==> src/rtl/step_input_debouncer.sv <==
// -----------------------------------------------------------------------------
// step_input_debouncer
//
// Purpose:
//   Conditions the manual-entry inputs of the CR16 ALU board. The mechanical
//   step push-button and the operand/opcode switch bank are synchronised to
//   I_CLK. The button is also debounced. Each accepted press produces one
//   single-cycle O_STEP pulse. The synchronised switch value is captured into
//   O_DATA on that same edge. The downstream entry sequencer advances by one
//   entry per O_STEP.
//
// Ports:
//   I_CLK         in   1             system clock, rising edge
//   I_NRESET      in   1             asynchronous active-low reset
//   I_BUTTON_N    in   1             raw step button, 0 = pressed, asynchronous
//   I_SWITCHES    in   P_DATA_WIDTH  raw switch bank, asynchronous
//   O_STEP        out  1             one-cycle pulse per accepted press
//   O_DATA        out  P_DATA_WIDTH  switch value captured with the last O_STEP
//   O_PRESSED     out  1             debounced button level, 1 = pressed
//   O_STEP_COUNT  out  16            accepted presses, wraps FFFF -> 0000
//   O_DBG_STATE   out  3             current FSM state encoding (debug only)
//
// Output protocol:
//   There is no valid/ready handshake. O_STEP is a strobe that the consumer
//   cannot stall. It is high for exactly one cycle. O_DATA is valid in that
//   cycle and holds its value until the next strobe.
// -----------------------------------------------------------------------------
module step_input_debouncer #(
    parameter int P_DATA_WIDTH      = 8,
    parameter int P_DEBOUNCE_CYCLES = 500000,
    parameter int P_SYNC_STAGES     = 2
) (
    input  logic                    I_CLK,
    input  logic                    I_NRESET,
    input  logic                    I_BUTTON_N,
    input  logic [P_DATA_WIDTH-1:0] I_SWITCHES,
    output logic                    O_STEP,
    output logic [P_DATA_WIDTH-1:0] O_DATA,
    output logic                    O_PRESSED,
    output logic [15:0]             O_STEP_COUNT,
    output logic [2:0]              O_DBG_STATE
);

    localparam int                CNT_W    = $clog2(P_DEBOUNCE_CYCLES + 1);
    localparam logic [CNT_W-1:0]  CNT_LAST = CNT_W'(P_DEBOUNCE_CYCLES - 1);

    typedef enum logic [2:0] {
        S_ARM          = 3'd0,
        S_RELEASED     = 3'd1,
        S_PRESS_WAIT   = 3'd2,
        S_PRESSED      = 3'd3,
        S_RELEASE_WAIT = 3'd4
    } state_e;

    // Synchronisers. Index 0 is the stage fed from the pad.
    logic [P_SYNC_STAGES-1:0]                   btn_sync_q, btn_sync_d;
    logic [P_SYNC_STAGES-1:0][P_DATA_WIDTH-1:0] sw_sync_q, sw_sync_d;

    logic                    btn_s;
    logic [P_DATA_WIDTH-1:0] sw_s;

    state_e                  state_q, state_d;
    logic [CNT_W-1:0]        cnt_q, cnt_d;
    logic                    step_q, step_d;
    logic [P_DATA_WIDTH-1:0] data_q, data_d;
    logic                    pressed_q, pressed_d;
    logic [15:0]             step_count_q, step_count_d;

    logic done;

    assign btn_s = btn_sync_q[P_SYNC_STAGES-1];
    assign sw_s  = sw_sync_q[P_SYNC_STAGES-1];

    // A counter value of P_DEBOUNCE_CYCLES-1 seen on an edge means the level
    // has been stable for P_DEBOUNCE_CYCLES edges, counting the current one.
    assign done = (cnt_q == CNT_LAST);

    always_comb begin
        btn_sync_d = {btn_sync_q[P_SYNC_STAGES-2:0], I_BUTTON_N};
        sw_sync_d  = sw_sync_q;
        sw_sync_d[0] = I_SWITCHES;
        for (int i = 1; i < P_SYNC_STAGES; i++) begin
            sw_sync_d[i] = sw_sync_q[i-1];
        end
    end

    always_comb begin
        state_d      = state_q;
        cnt_d        = cnt_q;
        step_d       = 1'b0;
        data_d       = data_q;
        step_count_d = step_count_q;

        case (state_q)
            // Waits for a stable release first, so a button held through
            // reset cannot produce a step.
            S_ARM: begin
                if (btn_s) begin
                    if (done) begin
                        state_d = S_RELEASED;
                        cnt_d   = '0;
                    end else begin
                        cnt_d = cnt_q + 1'b1;
                    end
                end else begin
                    cnt_d = '0;
                end
            end

            S_RELEASED: begin
                if (!btn_s) begin
                    state_d = S_PRESS_WAIT;
                    cnt_d   = '0;
                end
            end

            S_PRESS_WAIT: begin
                if (btn_s) begin
                    // Bounce: back to released without a pulse.
                    state_d = S_RELEASED;
                    cnt_d   = '0;
                end else if (done) begin
                    state_d      = S_PRESSED;
                    cnt_d        = '0;
                    step_d       = 1'b1;
                    data_d       = sw_s;
                    step_count_d = step_count_q + 16'd1;
                end else begin
                    cnt_d = cnt_q + 1'b1;
                end
            end

            S_PRESSED: begin
                if (btn_s) begin
                    state_d = S_RELEASE_WAIT;
                    cnt_d   = '0;
                end
            end

            S_RELEASE_WAIT: begin
                if (!btn_s) begin
                    // Release glitch: still pressed, and no second pulse.
                    state_d = S_PRESSED;
                    cnt_d   = '0;
                end else if (done) begin
                    state_d = S_RELEASED;
                    cnt_d   = '0;
                end else begin
                    cnt_d = cnt_q + 1'b1;
                end
            end

            default: begin
                state_d = S_ARM;
                cnt_d   = '0;
            end
        endcase

        pressed_d = (state_d == S_PRESSED) || (state_d == S_RELEASE_WAIT);
    end

    always_ff @(posedge I_CLK or negedge I_NRESET) begin
        if (!I_NRESET) begin
            btn_sync_q   <= '1;
            sw_sync_q    <= '0;
            state_q      <= S_ARM;
            cnt_q        <= '0;
            step_q       <= 1'b0;
            data_q       <= '0;
            pressed_q    <= 1'b0;
            step_count_q <= '0;
        end else begin
            btn_sync_q   <= btn_sync_d;
            sw_sync_q    <= sw_sync_d;
            state_q      <= state_d;
            cnt_q        <= cnt_d;
            step_q       <= step_d;
            data_q       <= data_d;
            pressed_q    <= pressed_d;
            step_count_q <= step_count_d;
        end
    end

    assign O_STEP       = step_q;
    assign O_DATA       = data_q;
    assign O_PRESSED    = pressed_q;
    assign O_STEP_COUNT = step_count_q;
    assign O_DBG_STATE  = state_q;

endmodule
==> config.mk <==
export PLATFORM = sky130hd
export DESIGN_NAME = step_input_debouncer
export DESIGN_NICKNAME = d
export VERILOG_FILES = /design/src/rtl/step_input_debouncer.sv
export SDC_FILE = /design/constraint.sdc
export NUM_CORES = 1
export LEC_CHECK = 0
export CAP_MARGIN = 20
export CORE_AREA = 2 2 85 87
export CTS_CLUSTER_DIAMETER = 80
export CTS_CLUSTER_SIZE = 16
export DETAILED_ROUTE_END_ITERATION = 7
export DIE_AREA = 0 0 87 89
export GPL_ROUTABILITY_DRIVEN = 0
export PLACE_DENSITY = 0.74
export SLEW_MARGIN = 20
export SYNTH_ARGS = -nofsm -noshare
export SYNTH_HDL_FRONTEND = slang
export SYNTH_SLANG_ARGS = --single-unit
export TNS_END_PERCENT = 5
==> constraint.sdc <==
create_clock -name I_CLK -period 4.9 [get_ports I_CLK]
set_input_delay 1.47 -clock I_CLK [delete_from_list [all_inputs] [get_ports I_CLK]]
set_output_delay 1.47 -clock I_CLK [all_outputs]
set_load 0.005 [all_outputs]
==> results.ini <==
[timing]
fmax_ghz = 0.324
skew_ns = 0.00878
tns_ns = 0
finalMaxSlewViolations = 0
grt_setup_unrepaired = false
fin_crit_sh = 0.630
tightest_slew_ns = 0.902
setup_ws_ns = 1.81
maxSlewHeadroom = 0.394
min_period_ns = 3.09
hold_viol_final = 0
finalSetupViolCount = 0

[min_path]
hold_end = sw_s[0]$_DFF_PN0_
min_path_type = reg -> reg
whs_path_depth = 0
min-delay-start = sw_sync_d[8]$_DFF_PN0_

[clock_tree]
cts_setup_buffers = 0
h-tree-depth = 3
cts_max_path_buffers = 2
ctsHoldBuffers = 0
clock_latency_ns = 0.35
root_buffer = clkbuf_8
cts_buffers = 9
cts_resized = 0
clk_pin_slew_ns = 0.08
clock_sinks = 66
cts_tree = done

[global_routing]
grt_most_used_layer = met2
grt_pass1_vias = 1939
gr-usage-met1 = 0.219
grtUsageTotal = 0.159
grt.overflow.total = 0
antenna_found_initial = 0
grtUsageMet2 = 0.236
met3_usage = 0.0462
grt_pass1_wl_mm = 9.40
grt_max_degree = 42

[yosys]
synth_top_area_frac = 0.562
synth.area.top_cells = dfrtp_1 (56%), nand2_1 (6.2%), xor2_1 (5.8%), nor2_1 (2.6%), nand4_1 (2.4%)
syn-cell-area_sq_um = 2850
yosysMostFrequentCell = dfrtp_1
yosysWarningCount = 0
synthTopCellsByCount = dfrtp_1 (64), nand2_1 (47), nor2_1 (20)
syn_nets = 278
synthFlopType = dfrtp_1
async_flop_share = 1.00
synth_seq_area_share = 0.581
yosysUniqueCellTypes = 44
synth_top_cell_by_area = dfrtp_1
synth_cells = 265
avgSynthCellArea_sq_um = 10.8
synth_edf_count = 0
synth-seq-cells = 66

[route]
routed_via_density = 5.22
wl_mm = 5.44
drc = 0
drt_iter0_drc = 142
drtAntennaViolNets = 0
vias = 2047
drtPass1Iterations = 6
avgRoutedWirePerCell_um = 13.9

[placement]
io_buffer_count = 39
dp_hpwl_mm = 3.77
dpl_worst_slack_ns = 2.15

[floorplan]
pin_count = 40
placementRows = 30
core-area_sq_um = 6720
die-width_um = 87
initial_core_util = 0.424
die-area_sq_um = 7740
die_h_um = 89

[worst_setup_path]
path_class = reg -> out
critPathSlowestCell = dfrtp_1
path_buf_inv = 1
path_delay_family = flip-flops
reg2reg_from = cnt_q[0]$_DFFE_PN0P_
cpPeakStageDelay_ns = 0.67
critPathRequiredTime_ns = 3.43
regToRegSetupSlack_ns = 2.15
timing.rr.end = O_STEP_COUNT[3]$_DFFE_PN0P_
crit_chain = clkdlybuf4s50_1
critPathLaunchType = register
cp_max_fo = 17
ff2ff_path_depth = 6
crit_path_end_kind = output pin
arrival_ns = 1.62

[power]
comb_power_share = 0.131
clock_power_share = 0.381
switching_share = 0.287
ir_worst_vdd_mv = 0.271
p_per_area_nw_per_um2 = 360
power_frac_seq = 0.488
switchingPower_uw = 363
cellLeakagePower_nw = 1.54
p_int_uw = 902

[job]
drv_cap = 0

[outcome]
outcome = finished, final reports clean

[cells_and_area]
fin_nets = 320
n_antenna_cell = 0
drive_gt1_frac = 0.109
synthToLayoutAreaGrowth_pct = 23.2

## sequential cells by signal (all words and copies together) (netlist names)
| name | flops |
|---|---|
| O_PRESSED | 1 |
| O_DBG_STATE | 3 |
| btn_sync_q | 2 |
| O_STEP_COUNT | 16 |
| sw_sync_d | 8 |
| sw_s | 8 |
| cnt_q | 19 |
| O_STEP | 1 |
| O_DATA | 8 |
## power by group through the flow
| stage | Combinational, mW | Clock [mW] | Sequential, mW |
|---|---|---|---|
| 5_1_grt | 0.188 | 0.517 | 0.623 |
| 2_1_floorplan | 0.118 | 0 | 0.601 |
| 3_5_place_dp | 0.166 | 0 | 0.627 |
| 6_report | 0.165 | 0.482 | 0.617 |
| 4_1_cts | 0.167 | 0.492 | 0.616 |
| 3_3_place_gp | 0.163 | 0 | 0.622 |
## area by class of cell
| cell class | count | area, sq um |
|---|---|---|
| Clock inverter | 6 | 72.6 |
| Sequential cell | 66 | 1650 |
| Timing Repair Buffer | 41 | 400 |
| Tap cell | 80 | 100 |
| Fill cell | 591 | 3210 |
| Clock buffer | 10 | 138 |
| Inverter | 4 | 15.0 |
| Multi-Input combinational cell | 185 | 1130 |
## metrics by stage
step	utilization	instances	hold WS, ns	instance area [sq um]	power, mW
2_1_floorplan	-	265	0.331	2850	0.719
3_3_place_gp	0.491	376	0.331	3300	0.785
3_5_place_dp	0.491	376	0.336	3300	0.793
4_1_cts	0.523	392	0.354	3510	1.28
5_1_grt	0.523	392	0.359	3510	1.33
6_report	0.523	392	0.352	3510	1.26
## worst max-delay path by stage
stage | depth (start not counted) | slack, ns | start | end
floorplan | 8 | 2.52 | cnt_q[0]$_DFFE_PN0P_ | O_STEP_COUNT[0]$_DFFE_PN0P_
global placement | 1 | 2.24 | O_DBG_STATE[0]$_DFF_PN0_ | O_DBG_STATE[0]
detailed placement | 6 | 2.15 | cnt_q[0]$_DFFE_PN0P_ | O_STEP_COUNT[3]$_DFFE_PN0P_
CTS | 1 | 1.81 | O_DBG_STATE[0]$_DFF_PN0_ | O_DBG_STATE[0]
global route | 1 | 1.73 | O_DBG_STATE[0]$_DFF_PN0_ | O_DBG_STATE[0]
finish | 1 | 1.81 | O_DBG_STATE[0]$_DFF_PN0_ | O_DBG_STATE[0]
## layout by cell type, fill, tap and decap left out, types with 2 or more instances in the layout
cell,synthesis,layout
dfrtp_1,64,64
nand2_1,47,47
clkdlybuf4s50_1,0,38
nor2_1,20,20
xor2_1,19,19
nand4_1,11,11
nand3_1,11,11
clkbuf_8,0,10
a21oi_1,8,8
xnor2_1,7,7
nor3_1,6,6
nor3_2,6,6
o21ai_0,6,6
inv_1,4,4
or3_1,4,4
nand2b_1,3,3
nor2b_1,3,3
nor4_1,3,3
and3_1,3,3
inv_6,0,3
o21a_1,2,2
or4_1,2,2
nor3b_1,2,2
o21bai_1,2,2
ha_1,2,2
dfstp_2,2,2
buf_4,0,2
## logic make-up after synthesis
kind of cell | share of synthesized area
and+or+nand+nor | 0.253
adders and majority gates | 0.00878
DFF | 0.581
xor gates and xnor gates | 0.0799
AOI/OAI and AO/OA | 0.0549
buffers and inverters | 0.0224
## metal layers
layer  vias to the layer above  part of all wire
li1                        999                 -
met1                       999              0.47
met2                        38              0.48
met3                        11             0.038
met4                         0             0.015
met5                         -                 0
Power figures use the tool's default switching activity.
